<file path="config.mk">
export PLATFORM = sky130hd
export DESIGN_NAME = oam_dma
export DESIGN_NICKNAME = d
export VERILOG_FILES = /design/src/rtl/ppu_pkg.sv /design/src/rtl/oam_dma_delay_ctr.sv /design/src/rtl/oam_dma.sv
export SDC_FILE = /design/constraint.sdc
export NUM_CORES = 1
export LEC_CHECK = 0
export BUFFER_PORTS_ARGS = -buffer_cell sky130_fd_sc_hd__buf_4
export CORE_MARGIN = 3
export CORE_UTILIZATION = 45
export CTS_CLUSTER_DIAMETER = 100
export CTS_CLUSTER_SIZE = 25
export DETAILED_ROUTE_END_ITERATION = 10
export HOLD_SLACK_MARGIN = 0.05
export MAX_ROUTING_LAYER = met4
export PLACE_DENSITY = 0.82
export SETUP_SLACK_MARGIN = 0.05
export SLEW_MARGIN = 20
export SYNTH_ARGS = -nofsm -noshare
export SYNTH_HDL_FRONTEND = slang
export SYNTH_SLANG_ARGS = --single-unit
export TNS_END_PERCENT = 5
</file>
<file path="constraint.sdc">
create_clock -name clk -period 2 [get_ports clk]
set_input_delay 0.6 -clock clk [delete_from_list [all_inputs] [get_ports clk]]
set_output_delay 0.6 -clock clk [all_outputs]
set_load 0.02 [all_outputs]
</file>
<file path="src/rtl/ppu_pkg.sv">
// Shared PPU package.
// Holds the register-level types used across the PPU slice (LCDC bit
// layout, PPU register map) together with the OAM DMA state encoding and
// the echo-RAM remapping constants used by the DMA source-page logic.
package ppu_pkg;

   // LCDC register bit layout, MSB first.
   typedef struct packed {
      logic lcd_en;
      logic win_map;
      logic win_en;
      logic tile_sel;
      logic bg_map;
      logic obj_size;
      logic obj_en;
      logic bg_en;
   } lcdc_t;

   // Low byte of the PPU register addresses in the 0xFF40 page.
   typedef enum logic [7:0] {
      REG_LCDC = 8'h40,
      REG_STAT = 8'h41,
      REG_SCY  = 8'h42,
      REG_SCX  = 8'h43,
      REG_LY   = 8'h44,
      REG_LYC  = 8'h45,
      REG_DMA  = 8'h46,
      REG_BGP  = 8'h47,
      REG_OBP0 = 8'h48,
      REG_OBP1 = 8'h49,
      REG_WY   = 8'h4A,
      REG_WX   = 8'h4B
   } ppu_reg_t;

   // OAM DMA controller states.
   typedef enum logic [1:0] {
      DMA_IDLE  = 2'd0,
      DMA_DELAY = 2'd1,
      DMA_COPY  = 2'd2,
      DMA_DRAIN = 2'd3
   } dma_state_t;

   // Pages at or above 0xE0 are echo RAM and alias 0x20 pages lower.
   localparam logic [7:0] DMA_ECHO_BASE   = 8'hE0;
   localparam logic [7:0] DMA_ECHO_OFFSET = 8'h20;

   function automatic logic [7:0] dma_src_page(input logic [7:0] hi);
      return (hi >= DMA_ECHO_BASE) ? (hi - DMA_ECHO_OFFSET) : hi;
   endfunction

endpackage

</file>
<file path="src/rtl/oam_dma_delay_ctr.sv">
// dma_delay_ctr: ce-gated down-counter with a done flag.
// Ports:
//   clk, rst       clock, synchronous active-low reset
//   load, load_val reload the counter (load wins over counting)
//   en             counting enabled (owner is in its waiting state)
//   ce             M-cycle strobe; the counter only moves on ce cycles
//   done           high on the ce cycle that completes the count
// A load value of 0 behaves like 1: the wait always lasts at least one
// ce cycle.
module dma_delay_ctr #(
   parameter int W = 16
) (
   input  logic         clk,
   input  logic         rst,
   input  logic         load,
   input  logic [W-1:0] load_val,
   input  logic         en,
   input  logic         ce,
   output logic         done
);

   logic [W-1:0] cnt;

   assign done = en && ce && !load && (cnt <= W'(1));

   always_ff @(posedge clk) begin
      if (!rst) begin
         cnt <= '0;
      end else if (load) begin
         cnt <= load_val;
      end else if (en && ce && (cnt != '0)) begin
         cnt <= cnt - W'(1);
      end
   end

endmodule

</file>
<file path="src/rtl/oam_dma.sv">
// oam_dma: copies LENGTH bytes from page {src_hi,00} into OAM, one byte
// per M-cycle (ce strobe), after START_DELAY idle M-cycles.
// Ports:
//   clk, rst           clock, synchronous active-low reset
//   ce                 M-cycle strobe
//   start, src_hi      DMA register write pulse and source page
//   mem_addr, mem_rd   source read request (combinational, ce cycles only)
//   mem_d_in           read data, valid one clk after mem_rd
//   oam_addr, oam_d_wr OAM write address/data, meaningful with oam_write
//   oam_write          OAM write strobe, one clk after each read
//   busy               CPU bus lockout
//   state              current FSM state (debug)
// Outputs are gated by rst so that asserting reset silences the block in
// the same clk, not only after the next edge.
module oam_dma
   import ppu_pkg::*;
#(
   parameter int LENGTH      = 160,
   parameter int START_DELAY = 1
) (
   input  logic        clk,
   input  logic        rst,
   input  logic        ce,
   input  logic        start,
   input  logic [7:0]  src_hi,
   output logic [15:0] mem_addr,
   output logic        mem_rd,
   input  logic [7:0]  mem_d_in,
   output logic [7:0]  oam_addr,
   output logic [7:0]  oam_d_wr,
   output logic        oam_write,
   output logic        busy,
   output dma_state_t  state
);

   localparam logic [7:0] LAST_IDX = 8'(LENGTH - 1);

   dma_state_t state_q;
   logic [7:0] idx_q;
   logic [7:0] page_q;
   logic [7:0] oam_addr_q;
   logic       wr_pend_q;
   logic       step;
   logic       delay_done;

   // A start arriving on a COPY ce cycle wins: no read is issued then.
   assign step = rst && ce && !start && (state_q == DMA_COPY);

   dma_delay_ctr #(
      .W(16)
   ) u_delay (
      .clk     (clk),
      .rst     (rst),
      .load    (start),
      .load_val(16'(START_DELAY)),
      .en      (state_q == DMA_DELAY),
      .ce      (ce),
      .done    (delay_done)
   );

   always_ff @(posedge clk) begin
      if (!rst) begin
         state_q    <= DMA_IDLE;
         idx_q      <= '0;
         wr_pend_q  <= 1'b0;
         oam_addr_q <= '0;
      end else begin
         // The write for a read already issued always completes, even
         // across a restart or a ce stall.
         wr_pend_q <= step;
         if (step) oam_addr_q <= idx_q;

         if (start) begin
            state_q <= DMA_DELAY;
            idx_q   <= '0;
         end else begin
            case (state_q)
               DMA_DELAY: if (delay_done) state_q <= DMA_COPY;
               DMA_COPY: begin
                  if (step) begin
                     if (idx_q == LAST_IDX) begin
                        state_q <= DMA_DRAIN;
                        idx_q   <= '0;
                     end else begin
                        idx_q <= idx_q + 8'd1;
                     end
                  end
               end
               DMA_DRAIN: state_q <= DMA_IDLE;
               default: ;
            endcase
         end
      end
   end

   // The source page carries no reset; it is always reloaded by start
   // before it is used.
   always_ff @(posedge clk) begin
      if (start) page_q <= dma_src_page(src_hi);
   end

   assign mem_rd    = step;
   assign mem_addr  = step ? {page_q, idx_q} : 16'h0000;
   assign oam_write = rst && wr_pend_q;
   assign oam_addr  = rst ? oam_addr_q : 8'h00;
   assign oam_d_wr  = oam_write ? mem_d_in : 8'h00;
   // The final write always happens in DRAIN, so busy covers it.
   assign busy      = rst && (state_q != DMA_IDLE);
   assign state     = rst ? state_q : DMA_IDLE;

endmodule
</file>
==> flow_summary_export.csv, run 1 <==
group,metric,value,unit
outcome,outcome,"complete, but fails checks",
outcome,failed_checks,"negative setup slack",
setup_path,cp_data_required_time,1.40,ns
setup_path,crit_fanout,8,
final_layout,area_growth,44.2,%
timing,setup_ws,-0.0126,ns
timing,maxSlewHeadroom,68.1,%
clock_tree,hold_buffers,0,
clock_tree,clkSlewWorstSetupHoldPaths,0.08,ns
timing,setup_viol,7,
final_layout,fill_cells,346,
power_and_ir_drop,ir_drop,417,uV
logic_synthesis,async_flop_share,0,%
clock_tree,htree_levels,2,
timing,fmax,497,MHz
floorplanning,die_area,5590,um^2
final_layout,layout_commonest_cell,"buf_4",
clock_tree,root_buffer,"clkbuf_8",
logic_synthesis,syn-cell-area,2130,um^2
logic_synthesis,synth_seq_cells,43,
power_and_ir_drop,pwr-share-seq,53.9,%
setup_path,critPathLaunchType,"primary input",
global_route,grt_pass1_wl,9.11,mm
clock_tree,cts.path.max_buffers,2,
job,maxCapViolations,0,
timing,rsz0062_at_grt,"true",
setup_path,critPathKind,"primary input to primary output",
timing,finalCriticalPeriod,2.01,ns
floorplanning,coreArea,4440,um^2
floorplanning,die-height,74.8,um
logic_synthesis,syn_avg_cell_area,9.05,um^2
final_layout,regArea,947,um^2
logic_synthesis,synthCells,235,
power_and_ir_drop,power.total,1.70,mW
timing,report.final.slew_viol_count,0,
final_layout,multiInputGateArea,1220,um^2
power_and_ir_drop,power_density,554,nW/um^2
placement,place_congestion,0.779,
placement,place.detailed.hpwl,3.95,mm
global_route,track_usage,22.1,%
logic_synthesis,synth_seq_area_share,44.2,%
global_route,grt_pass1_vias,1964,
global_route,grt_max_degree,22,
hold_path,hold_path.class,"primary input to register",
power_and_ir_drop,net-switching-power,415,uW
timing,hold_viol_final,0,
clock_tree,cts_tree,"yes",
drt,drc,0,
clock_tree,cts_sinks,43,
timing,worst_pin_slew,0.473,ns
drt,drt-total-wl,5.69,mm
floorplanning,fp.dieW,74.8,um
power_and_ir_drop,clkPwrFrac,33.6,%
drt,dr_total_vias,2110,
logic_synthesis,synth_edf_count,8,
floorplanning,ios,57,
global_route,grt_antenna_before_repair,0,
power_and_ir_drop,p_int,1.29,mW
power_and_ir_drop,comb_power_share,12.5,%
final_layout,finalNetCount,337,
floorplanning,start_util,47.9,%
drt,vias_per_cell,5.77,
setup_path,cp_data_arrival_time,1.41,ns
power_and_ir_drop,swShare,24.4,%
logic_synthesis,synth_nets,259,
timing,fin_worst_skew,0.00655,ns
placement,io_buffers,56,
final_layout,diodes,0,
final_layout,final_util,69.0,%
timing,finalCritPeriodShare,101,%
final_layout,final_cell_mix,"buf_4, dfxtp_1, buf_6",
floorplanning,rows,24,
final_layout,drive_above_1_share,40.4,%
logic_synthesis,synth_flop_cell,"dfxtp_1",
drt,drtPass1Iterations,4,
drt,wl_per_cell,15.5,um
global_route,grt-ovfl-total,0,
drt,ant_nets,0,
logic_synthesis,yosysWarnings,0,
clock_tree,cts_buffers,5,
logic_synthesis,synth_cell_types,42,
setup_path,end_kind,"primary output",
power_and_ir_drop,p_leak,1.30,nW
drt,drtIter0Drc,159,
clock_tree,clock_latency,0.30,ns
## area by class of cell
type	count	share of cell area, %
clock buffers	7	2.81
clock inverters	1	0.163
inverters	7	0.856
multi-input cells	174	39.7
flip-flops and latches	43	30.9
well taps	52	2.12
repair buffers	82	23.5
## logic make-up after synthesis
logic type               Yosys count  share of synthesized area (%)
XOR/XNOR                           5                           2.06
adder cells (fa/ha/maj)            4                           2.35
multiplexers                       8                           4.18
flip-flops                        43                           44.2
AO/OA/AOI/OAI                     41                           11.8
buffers and inverters             18                           3.18
AND/OR/NAND/NOR                  116                           32.2
## worst paths after layout
path	slack, ns	from	cells past startpoint	to
setup reg to reg	0.08	u_delay.cnt[10]$_SDFFE_PP0P_	4	u_delay.cnt[15]$_SDFFE_PP0P_
hold / removal	0.47	src_hi[4]	1	page_q[4]$_DFFE_PP_
hold reg to reg	0.47	idx_q[4]$_SDFFE_PP0P_	1	idx_q[4]$_SDFFE_PP0P_
setup / recovery	-0.01	ce	5	mem_addr[1]
## per-stage QoR
step / area, um^2 / hold slack, ns / std cells / setup slack, ns / TNS (ns)
CTS: 3040 / 0.467 / 365 / -0.0115 / -0.0588
floorplan: 2140 / 0.430 / 235 / 0.0414 / 0
finish: 3070 / 0.468 / 366 / -0.0126 / -0.0659
global route: 3070 / 0.463 / 366 / -0.0403 / -0.476
detailed placement: 2730 / 0.458 / 352 / -0.223 / -3.12
global placement: 2730 / 0.452 / 352 / -0.225 / -3.24
## Yosys cell counts (3+ instances only)
master	number	share of area [%]
inv_1	7	1.2
or3_1	8	2.4
o41ai_1	4	1.6
nor4_1	4	1.2
and4_1	3	1.2
nand4_1	3	0.88
nand2_1	12	2.1
mux2_2	7	3.7
o21ai_0	10	2.4
nand2b_1	3	0.88
and3_1	25	7.4
nor2_1	15	2.6
nand3_1	6	1.4
clkbuf_1	11	1.9
dfxtp_1	35	33
ha_1	4	2.4
and2_1	11	3.2
nand3b_1	4	1.4
edfxtp_1	8	11
nor3_1	6	1.4
a31oi_1	4	1.2
a21oi_1	16	3.8
xnor2_1	3	1.2
## what timing repair did
item,CTS,global route
buffers inserted,4,0
endpoints found under the setup margin,16,25
gates resized for setup,40,9
cloned,1,1
pin swaps,5,6
## per-layer routing
layer,up-vias,global-route usage [%],share of wire [%]
li1,1035,-,-
met1,975,24.9,41
met2,84,38.5,50
met3,16,4.94,6.8
met4,0,7.91,3.0
met5,-,-,0
## registers in the layout (all words and copies together), names as in the netlist
register,flops
wr_pend_q,1
oam_addr_q,8
u_delay.cnt,16
state_q,2
page_q,8
idx_q,8
## critical path, cell delays in order
cell	delay [ns]
buf_6	0.09
and3b_2	0.25
buf_16	0.16
and3_4	0.18
buf_6	0.12
## power groups by stage
stage | logic [mW] | registers, mW | clock network [mW]
after floorplan | 0.101 | 0.933 | 0
after global placement | 0.184 | 0.936 | 0
after detailed placement | 0.189 | 0.937 | 0
after CTS | 0.203 | 0.916 | 0.578
after global routing | 0.235 | 0.919 | 0.610
final | 0.213 | 0.916 | 0.572
Power figures use the tool's default switching activity.
==> run 2: changes to the inputs <==
--- a/config.mk
+++ b/config.mk
@@ -14,7 +14,6 @@
 export HOLD_SLACK_MARGIN = 0.05
 export MAX_ROUTING_LAYER = met4
 export PLACE_DENSITY = 0.82
-export SETUP_SLACK_MARGIN = 0.05
 export SLEW_MARGIN = 20
 export SYNTH_ARGS = -nofsm -noshare
 export SYNTH_HDL_FRONTEND = slang
==> flow_summary_export.csv, run 2 (synthesis results as in run 1) <==
group,metric,value,unit
setup_path,cp_data_arrival_time,1.40,ns
global_route,grt_antenna_before_repair,0,
final_layout,drive_above_1_share,37.5,%
placement,io_buffers,56,
floorplanning,coreArea,4440,um^2
placement,place.detailed.hpwl,3.92,mm
final_layout,area_growth,35.9,%
job,maxCapViolations,0,
clock_tree,hold_buffers,0,
floorplanning,die-height,74.8,um
floorplanning,start_util,47.9,%
drt,drtIter0Drc,146,
setup_path,crit_fanout,9,
clock_tree,cts_sinks,43,
drt,wl_per_cell,15.3,um
clock_tree,cts.path.max_buffers,2,
floorplanning,ios,57,
timing,fmax,500,MHz
power_and_ir_drop,power.total,1.68,mW
timing,report.final.slew_viol_count,0,
global_route,grtUsageMet2,34.2,%
timing,fin_worst_skew,0.00291,ns
placement,dpl_worst_slack,-0.194,ns
final_layout,final_util,65.0,%
clock_tree,root_buffer,"clkbuf_8",
drt,drc,0,
timing,hold_viol_final,0,
global_route,met1_usage,25.3,%
global_route,track_usage,21.0,%
setup_path,end_kind,"primary output",
drt,drtPass1Iterations,4,
timing,finalCriticalPeriod,2.00,ns
timing,finalCritPeriodShare,99.9,%
timing,setup_viol,0,
drt,dr_total_vias,2080,
power_and_ir_drop,power_density,581,nW/um^2
final_layout,fill_cells,376,
power_and_ir_drop,p_leak,1.28,nW
timing,rsz0062_at_grt,"true",
hold_path,hold_path.class,"primary input to register",
final_layout,diodes,0,
outcome,outcome,"completed",
global_route,use_met3,3.74,%
clock_tree,cts_buffers,5,
clock_tree,cts_tree,"yes",
setup_path,critPathLaunchType,"primary input",
power_and_ir_drop,ir_drop,441,uV
final_layout,largest_register_ff_count,16,
placement,place_congestion,0.826,
drt,vias_per_cell,5.71,
clock_tree,clkSlewWorstSetupHoldPaths,0.08,ns
final_layout,final_cell_mix,"buf_4, dfxtp_1, and3_1, a21oi_1, nor2_1",
final_layout,largest_register,"u_delay.cnt",
floorplanning,rows,24,
drt,drt-total-wl,5.59,mm
setup_path,critPathKind,"primary input to primary output",
final_layout,final_cells,364,
global_route,top_usage_layer,"met2",
global_route,grt_pass1_wl,8.74,mm
global_route,grt-ovfl-total,0,
clock_tree,htree_levels,2,
setup_path,cp_data_required_time,1.40,ns
global_route,grt_pass1_vias,1898,
final_layout,layout_commonest_cell,"buf_4",
placement,placedCellCount,355,
floorplanning,fp.dieW,74.8,um
final_layout,finalNetCount,335,
timing,maxSlewHeadroom,67.4,%
timing,worst_pin_slew,0.484,ns
global_route,grt_max_degree,22,
clock_tree,clock_latency,0.30,ns
floorplanning,die_area,5590,um^2
drt,ant_nets,0,
timing,setup_ws,0.00106,ns
-- run 2: changes by cell type in the layout (fill, tap and decap cells not counted), sizes merged --
cell | previous run | this run
clkinvlp | 0 | 2
clkbuf | 7 | 5
and3b | 2 | 3
buf | 82 | 79
-- run 2: worst paths after layout --
kind	start	end	slack, ns	cells past startpoint
hold reg to reg	idx_q[4]$_SDFFE_PP0P_	idx_q[4]$_SDFFE_PP0P_	0.47	1
setup reg to reg	u_delay.cnt[9]$_SDFFE_PP0P_	u_delay.cnt[15]$_SDFFE_PP0P_	0.09	4
hold / removal	src_hi[3]	page_q[3]$_DFFE_PP_	0.47	1
setup / recovery	ce	mem_addr[13]	0.001	4
-- run 2: final cells by class --
class	instances	area [um^2]	area share [%]
Clock inverter	3	20.0	0.693
Inverter	7	26.3	0.909
Tap cell	52	65.1	2.25
Multi-Input combinational cell	175	1160	40.1
Timing Repair Buffer	79	604	20.9
Clock buffer	5	68.8	2.38
Sequential cell	43	946	32.7
-- run 2: per-stage QoR --
stage | hold slack [ns] | TNS (ns) | area, um^2
floorplan | 0.430 | 0 | 2140
global route | 0.453 | -0.313 | 2890
CTS | 0.464 | -0.0845 | 2860
finish | 0.466 | 0 | 2890
detailed placement | 0.462 | -2.76 | 2760
global placement | 0.448 | -2.83 | 2760
-- run 2: critical path, cell delays in order --
cell     delay (ns)
buf_4          0.13
and3b_2        0.29
and3_2         0.23
buf_4          0.15
-- run 2: metal layers --
layer  wire, um  vias to the layer above
met5          0                        -
met4        121                        0
met3        407                       11
met2       2630                       78
met1       2430                      967
li1           -                     1024
-- run 2: what timing repair did --
item                                    4_1_cts  5_1_grt
pin swaps                                     0        2
endpoints found under the setup margin       15       18
resized for setup                             5        8
hold endpoints to repair                      0        0
setup buffers                                 0        0
gates cloned                                  0        1
-- run 2: power breakdown --
part | internal [mW] | switching [mW]
logic | 0.0969 | 0.105
clock network | 0.243 | 0.316
registers | 0.903 | 0.0144
total | 1.24 | 0.435
